--- src/rtl/bp_pkg.sv ---
// bp_pkg: shared constants and helper functions for the branch predictor table
package bp_pkg;
  localparam int CTR_W_DEF = 2;
  localparam int IDX_W_DEF = 4;
  localparam int CTR_MAX = 64;
  localparam int BP_W = 64;
  function automatic logic [CTR_MAX-1:0] ctr_next(input logic [CTR_MAX-1:0] ctr, input logic taken, input int width);
    logic [CTR_MAX-1:0] top;
    top = (CTR_MAX'(1) << width) - 1'b1;
    return taken ? ((ctr == top) ? ctr : ctr + 1'b1) : ((ctr == '0) ? ctr : ctr - 1'b1);
  endfunction
  // Caller truncates to IDX_W, which also truncates a history wider than the index
  function automatic logic [BP_W-1:0] bp_index(input logic [BP_W-1:0] pc, input logic [BP_W-1:0] ghr);
    return (pc >> 2) ^ ghr;
  endfunction
endpackage

--- src/rtl/bp_ghr.sv ---
// bp_ghr: global history shift register fed with resolved branch outcomes
module bp_ghr #(
  parameter int HIST_W = 4
) (
  input  logic              clk_i,
  input  logic              rst_i,
  input  logic              shift_i,
  input  logic              bit_i,
  output logic [HIST_W-1:0] ghr_o
);
  always_ff @(posedge clk_i or posedge rst_i)
    if (rst_i) ghr_o <= '0;
    else if (shift_i) ghr_o <= HIST_W'({ghr_o, bit_i});
endmodule

--- src/rtl/branch_predictor_table.sv ---
// branch_predictor_table: bimodal/gshare table of saturating counters with lookup statistics
module branch_predictor_table
  import bp_pkg::*;
#(
  parameter int ENTRIES = 16,
  parameter int CTR_W = CTR_W_DEF,
  parameter int HIST_W = 0,
  parameter int PC_W = 32,
  parameter int STAT_W = 32,
  localparam int IDX_W = $clog2(ENTRIES)
) (
  input  logic              clk_i,
  input  logic              rst_i,
  input  logic              lookup_valid_i,
  input  logic [PC_W-1:0]   lookup_pc_i,
  output logic              predict_o,
  output logic [IDX_W-1:0]  predict_idx_o,
  input  logic              update_i,
  input  logic [IDX_W-1:0]  update_idx_i,
  input  logic              update_taken_i,
  input  logic              update_pred_i,
  output logic              mispredict_o,
  output logic [STAT_W-1:0] lookups_o,
  output logic [STAT_W-1:0] mispredicts_o
);
  localparam int GH_W = (HIST_W > 0) ? HIST_W : 1;
  localparam logic [CTR_W-1:0] CTR_INIT = CTR_W'(CTR_MAX'(1) << (CTR_W - 1));
  logic [GH_W-1:0] ghr;
  logic [CTR_W-1:0] ctr [ENTRIES];
  generate
    if (HIST_W > 0) begin : g_hist
      bp_ghr #(.HIST_W(HIST_W)) u_ghr (
        .clk_i  (clk_i),
        .rst_i  (rst_i),
        .shift_i(update_i),
        .bit_i  (update_taken_i),
        .ghr_o  (ghr)
      );
    end else begin : g_bimodal
      assign ghr = '0;
    end
  endgenerate
  assign predict_idx_o = IDX_W'(bp_index(BP_W'(lookup_pc_i), BP_W'(ghr)));
  assign predict_o = lookup_valid_i & ctr[predict_idx_o][CTR_W-1];
  assign mispredict_o = update_i & (update_taken_i != update_pred_i);
  // Flop array so reset initialises every entry asynchronously
  always_ff @(posedge clk_i or posedge rst_i)
    if (rst_i) for (int i = 0; i < ENTRIES; i++) ctr[i] <= CTR_INIT;
    else if (update_i) ctr[update_idx_i] <= CTR_W'(ctr_next(CTR_MAX'(ctr[update_idx_i]), update_taken_i, CTR_W));
  always_ff @(posedge clk_i or posedge rst_i)
    if (rst_i) begin
      lookups_o <= '0;
      mispredicts_o <= '0;
    end else begin
      if (lookup_valid_i && !(&lookups_o)) lookups_o <= lookups_o + 1'b1;
      if (mispredict_o && !(&mispredicts_o)) mispredicts_o <= mispredicts_o + 1'b1;
    end
endmodule

--- config.mk ---
export PLATFORM = sky130hd
export DESIGN_NAME = branch_predictor_table
export DESIGN_NICKNAME = d
export VERILOG_FILES = /design/src/rtl/bp_pkg.sv /design/src/rtl/bp_ghr.sv /design/src/rtl/branch_predictor_table.sv
export SDC_FILE = /design/constraint.sdc
export NUM_CORES = 1
export LEC_CHECK = 0
export BUFFER_PORTS_ARGS = -buffer_cell sky130_fd_sc_hd__buf_2
export CAP_MARGIN = 5
export CORE_ASPECT_RATIO = 0.6
export CORE_UTILIZATION = 54
export CTS_CLUSTER_DIAMETER = 200
export CTS_CLUSTER_SIZE = 24
export DETAILED_ROUTE_END_ITERATION = 8
export PLACE_DENSITY = 0.9
export SETUP_SLACK_MARGIN = 0.02
export SYNTH_ARGS = -nofsm -noshare
export SYNTH_HDL_FRONTEND = slang
export SYNTH_HIERARCHICAL = 1
export SYNTH_SLANG_ARGS = --single-unit
--- constraint.sdc ---
create_clock -name clk_i -period 3.3 [get_ports clk_i]
set_clock_uncertainty 0.1 [all_clocks]
set_input_delay 0.495 -clock clk_i [delete_from_list [all_inputs] [get_ports clk_i]]
set_output_delay 0.495 -clock clk_i [all_outputs]
set_load 0.01 [all_outputs]
After elaboration in Yosys (flattened, before gate mapping)
Index checks and enable logic that the tools add are counted.
{"block": "op_classes", "addsub": 4, "n_lt_le_gt_ge": 3, "n_eq_ne": 2, "n_mux": 12, "bitwise_logic": 4, "reduce_logical": 8}
{"cell": "adder 32 x 1 -> 32 bit (second input constant)", "count": 2}
{"cell": "AND reduction 32 bit", "count": 2}
{"cell": "bitwise mux 32 bit", "count": 1}
{"cell": "binary-select mux 2 bit (select 4 bit)", "count": 2}
{"cell": "2-to-1 mux 2 bit", "count": 8}
{"cell": "greater-or-equal comparator 5 bit (second input constant)", "count": 2}
{"cell": "NOT 4 -> 5 bit", "count": 2}
{"cell": "demux 2 bit (select 4 bit)", "count": 1}
{"cell": "less-than comparator 5 x 1 -> 1 bit (second input constant)", "count": 1}
{"cell": "logical AND 1 bit", "count": 3}
{"cell": "adder 2 x 1 -> 2 bit (second input constant)", "count": 1}
{"cell": "AND 1 bit", "count": 2}
{"cell": "equality test 2 bit (second input constant)", "count": 1}
{"cell": "zero test 1 bit", "count": 2}
{"cell": "zero test 2 bit", "count": 1}
{"cell": "subtractor 2 x 1 -> 2 bit (second input constant)", "count": 1}
{"cell": "inequality test 1 bit", "count": 1}
{"block": "totals", "register_bits": 96, "in_bits": 42, "out_inout_bits": 70, "word_cells": 51}

Logic depth before layout (Yosys ltp)
{"block": "logic_depth", "word_depth": 8, "depth_mapped": 7, "ltp_nobuf": 6}

Worst setup path before layout
No wires, ideal clock.
{"block": "synth_timing", "path_type": "in2reg", "start": "input update_idx_i[0]", "end": "register ctr[0] (netlist bit)", "setup_ns": 0.125, "arrival_ns": 2.121, "required_time_ns": 3.075, "setup_slack_ns": 0.954, "cell_stages": 7, "n_path_buf": 2, "cell_sequence": "buf_6 -> mux4_2 -> a22oi_2 -> nand3_1 -> maj3_2 -> buf_6 -> mux2_2"}
{"block": "synth_between", "elab_chain_cells": 8, "elab_cells_between_ends": 17, "classes_between": "add/sub: 2; order compare: 2; eq/ne: 1; mux: 9; bitwise: 1; reduce/logical: 2"}
{"item": "from (decl)", "line": "branch_predictor_table.sv:19", "text": "input logic [IDX_W-1:0] update_idx_i,"}
{"item": "NOT 4 -> 5 bit (not written as such) *", "line": "branch_predictor_table.sv:49", "text": "else if (update_i) ctr[update_idx_i] <= CTR_W'(ctr_next(CTR_MAX'(ctr[update_idx_i]), update_taken_i, CTR_W));"}
{"item": "binary-select mux 2 bit (select 4 bit)", "line": "branch_predictor_table.sv:49"}
{"item": "2-to-1 mux 2 bit (not written as such) (2 in series)", "line": "branch_predictor_table.sv:49"}
{"item": "subtractor 2 x 1 -> 2 bit (tied with other cells)", "line": "bp_pkg.sv:10", "text": "return taken ? ((ctr == top) ? ctr : ctr + 1'b1) : ((ctr == '0) ? ctr : ctr - 1'b1);"}
{"item": "2-to-1 mux 2 bit (2 in series)", "line": "bp_pkg.sv:10"}
{"item": "bitwise mux 32 bit *", "line": "branch_predictor_table.sv:49"}
{"item": "to (signal, indexed assignment)", "line": "branch_predictor_table.sv:49"}
{"item": "to (decl)", "line": "branch_predictor_table.sv:29", "text": "logic [CTR_W-1:0] ctr [ENTRIES];"}
Every way passes the cells marked *; elsewhere a longest branch is shown, timed or not. The select of a mux whose other input is x is not followed.
A chain may end at the register's enable or synchronous reset.

Worst setup path in the final report
{"block": "layout_timing", "start": "input lookup_pc_i[2]", "end": "output predict_o"}
{"block": "layout_between", "elab_chain_cells": 5}
{"item": "from (decl)", "line": "branch_predictor_table.sv:15", "text": "input logic [PC_W-1:0] lookup_pc_i,"}
{"item": "NOT 4 -> 5 bit (not written as such)", "line": "branch_predictor_table.sv:44", "text": "assign predict_o = lookup_valid_i & ctr[predict_idx_o][CTR_W-1];"}
{"item": "binary-select mux 2 bit (select 4 bit)", "line": "branch_predictor_table.sv:44"}
{"item": "2-to-1 mux 2 bit (not written as such) (2 in series)", "line": "branch_predictor_table.sv:44"}
{"item": "AND 1 bit", "line": "branch_predictor_table.sv:44"}
{"item": "to (decl)", "line": "branch_predictor_table.sv:16", "text": "output logic predict_o,"}
Every way passes these cells. The select of a mux whose other input is x is not followed.

==> impl_metrics.ini <==
[route]
drt_pass1_iterations = 5
routedWlPerCell_um = 18.44
drt_iter0_drc = 324
num_vias = 3584
routed_via_density = 5.963
remaining_drc_errors = 0
drt-total-wl_um = 11080
ant_nets = 0

[clock_tree]
cts_sinks = 96
cts_resized = 0
cts_hold_buf = 0
tritoncts = built
clk_latency_ns = 0.34
cts_inserted_buffers = 9
clockRootBuffer = clkbuf_16
cts_buffer_depth = 2
cts_setup_buffers = 0
clk_pin_slew_ns = 0.06
cts_max_level = 3

[global_routing]
grt_usage_pct = 25.88
first_global_vias = 3491
grt_max_degree = 45
antenna_found_initial = 0
grt-ovfl-total = 0
grt_pass1_wl_um = 17910

[place]
hpwlAfterDp_um = 8065
gp_congestion = 0.8768
port-buffer-count = 83
place_area_sq_um = 5274

[yosys]
syn-cell-area_sq_um = 4787
synth_nets = 447
netlist.area_leader.share_pct = 41.82
ys_seq_area_share_pct = 50.60
yosysTopAreaCell = dfrtp_1
syn-instance-count = 403
synth_warnings = 6
ys_types = 38
synth_seq_cells = 96
synth.area.top_cells = dfrtp_1 (42%), xnor2_1 (9.3%), dfstp_2 (8.8%)
synth.avg_cell_area_sq_um = 11.88

[layout]
drive_gt1_share_pct = 34.76
final_common_cell = buf_2
final_area_sq_um = 5658
nets = 528
diodes = 0
syn2layout_area_growth_pct = 18.19
layout_common_cells = buf_2 (83), dfrtp_1 (80), xnor2_1 (51)

[setup_path]
worstPathCellList = buf_2 -> mux4_2 -> mux4_2 -> and2_1 -> buf_2
critPathLaunchType = input pin
crit_path_top_delay_cell = mux4_2
worstSetupPathType = input pin to primary output
crit_fanout = 5
path_delay_family = multiplexers
worstPathArrival_ns = 2.03
max_stage_delay_ns = 0.58
cp_num_buf_inv = 2
cp.required_ns = 2.70
worstSetupEndpointType = primary output

[timing]
max_freq_ghz = 0.3806
tightest_slew_ns = 0.9589
hold_violations = 0
fin_setup_tns_ns = 0
rsz0062_at_grt = no
setup_violations = 0
relSlewSlack_pct = 35.23
final.period_utilization_pct = 79.62
layout_min_cycle_time_ns = 2.627
maxSlewViolCount = 0

[floorplanning]
die_x_um = 123.6
rows = 26
fp.dieH_um = 74.93
dieArea_sq_um = 9258
start_util_pct = 55.95
core_region_area_sq_um = 8556
num_io_pins = 112

[hold_path]
hp-class = input pin to asynchronous set/reset pin

[pwr]
total_leakage_power_nw = 2.628
powerDensity_nw_per_um2 = 631.1
ir_drop_mv = 0.3986

[run_status]
status = finished, final reports clean

[run]
maxCapViolCount = 0
routing by layer:
metal,track usage [%],wire (um)
met4,7.229,133
met2,40.53,5196
met1,35.95,5117
met3,7.045,633
met5,0,0
cells in the mapped netlist (all sizes together):
master,instances
nand3,34
and3b,1
mux2,34
nor4b,1
mux4,13
or3,3
and2,8
ha,2
maj3,2
a41oi,1
nor4,6
nor3,10
nor2,18
clkbuf,9
and4,6
dfstp,16
nand4b,1
inv,4
nand3b,3
buf,9
a22oi,1
nor2b,2
or2,1
xnor2,51
or4,1
nor3b,1
xor2,12
nand2,22
nand2b,2
a21boi,1
and3,17
dfrtp,80
nand4,31
report_power, final:
part	internal, mW	switching (mW)
Combinational	0.334	0.319
Sequential	1.42	0.177
Clock	0.893	0.434
registers in the layout, indices dropped and copies added, names as in the netlist:
signal / cells
ctr: 32
lookups_o: 32
mispredicts_o: 32
cells by family after synthesis:
kind of cell               synth area share [%]
xor gates and xnor gates                  11.53
muxes                                     14.27
AOI/OAI and AO/OA                        0.6012
buffers and inverters                     2.561
DFF                                       50.60
and+or+nand+nor                           19.45
adders and majority gates                0.9931
final timing paths:
path | startpoint | end | slack (ns) | cells after the start
min in group clk_i | lookup_valid_i | lookups_o[3]$_DFFE_PP0P_ | 0.36 | 3
hold reg to reg | lookups_o[28]$_DFFE_PP0P_ | lookups_o[28]$_DFFE_PP0P_ | 0.40 | 1
setup / recovery | lookup_pc_i[2] | predict_o | 0.67 | 5
setup reg to reg | mispredicts_o[0]$_DFFE_PP0P_ | mispredicts_o[1]$_DFFE_PP0P_ | 0.82 | 6
max in group asynchronous | rst_i | mispredicts_o[20]$_DFFE_PP0P_ | 2.16 | 3
hold / removal | rst_i | mispredicts_o[19]$_DFFE_PP0P_ | 0.15 | 2
stage by stage:
stage	instances	utilization (%)	total power, mW	setup WS (ns)	hold WS (ns)
2_1_floorplan	403	-	2.021	0.2261	0.3713
3_3_place_gp	585	61.64	2.194	0.6855	0.3724
3_5_place_dp	585	61.64	2.262	0.5992	0.3827
4_1_cts	601	66.13	3.592	0.6662	0.1712
5_1_grt	601	66.13	3.725	0.6178	0.2121
6_report	601	66.13	3.571	0.6726	0.1536
final cells by class:
type | instances | area, sq um
well taps | 112 | 140.1
repair buffers | 88 | 452.9
clock buffers | 10 | 229.0
fillers | 632 | 2898
multi-input cells | 285 | 2242
clock inverters | 6 | 155.1
flip-flops and latches | 96 | 2422
inverters | 4 | 16.27
Power figures use the tool's default switching activity.
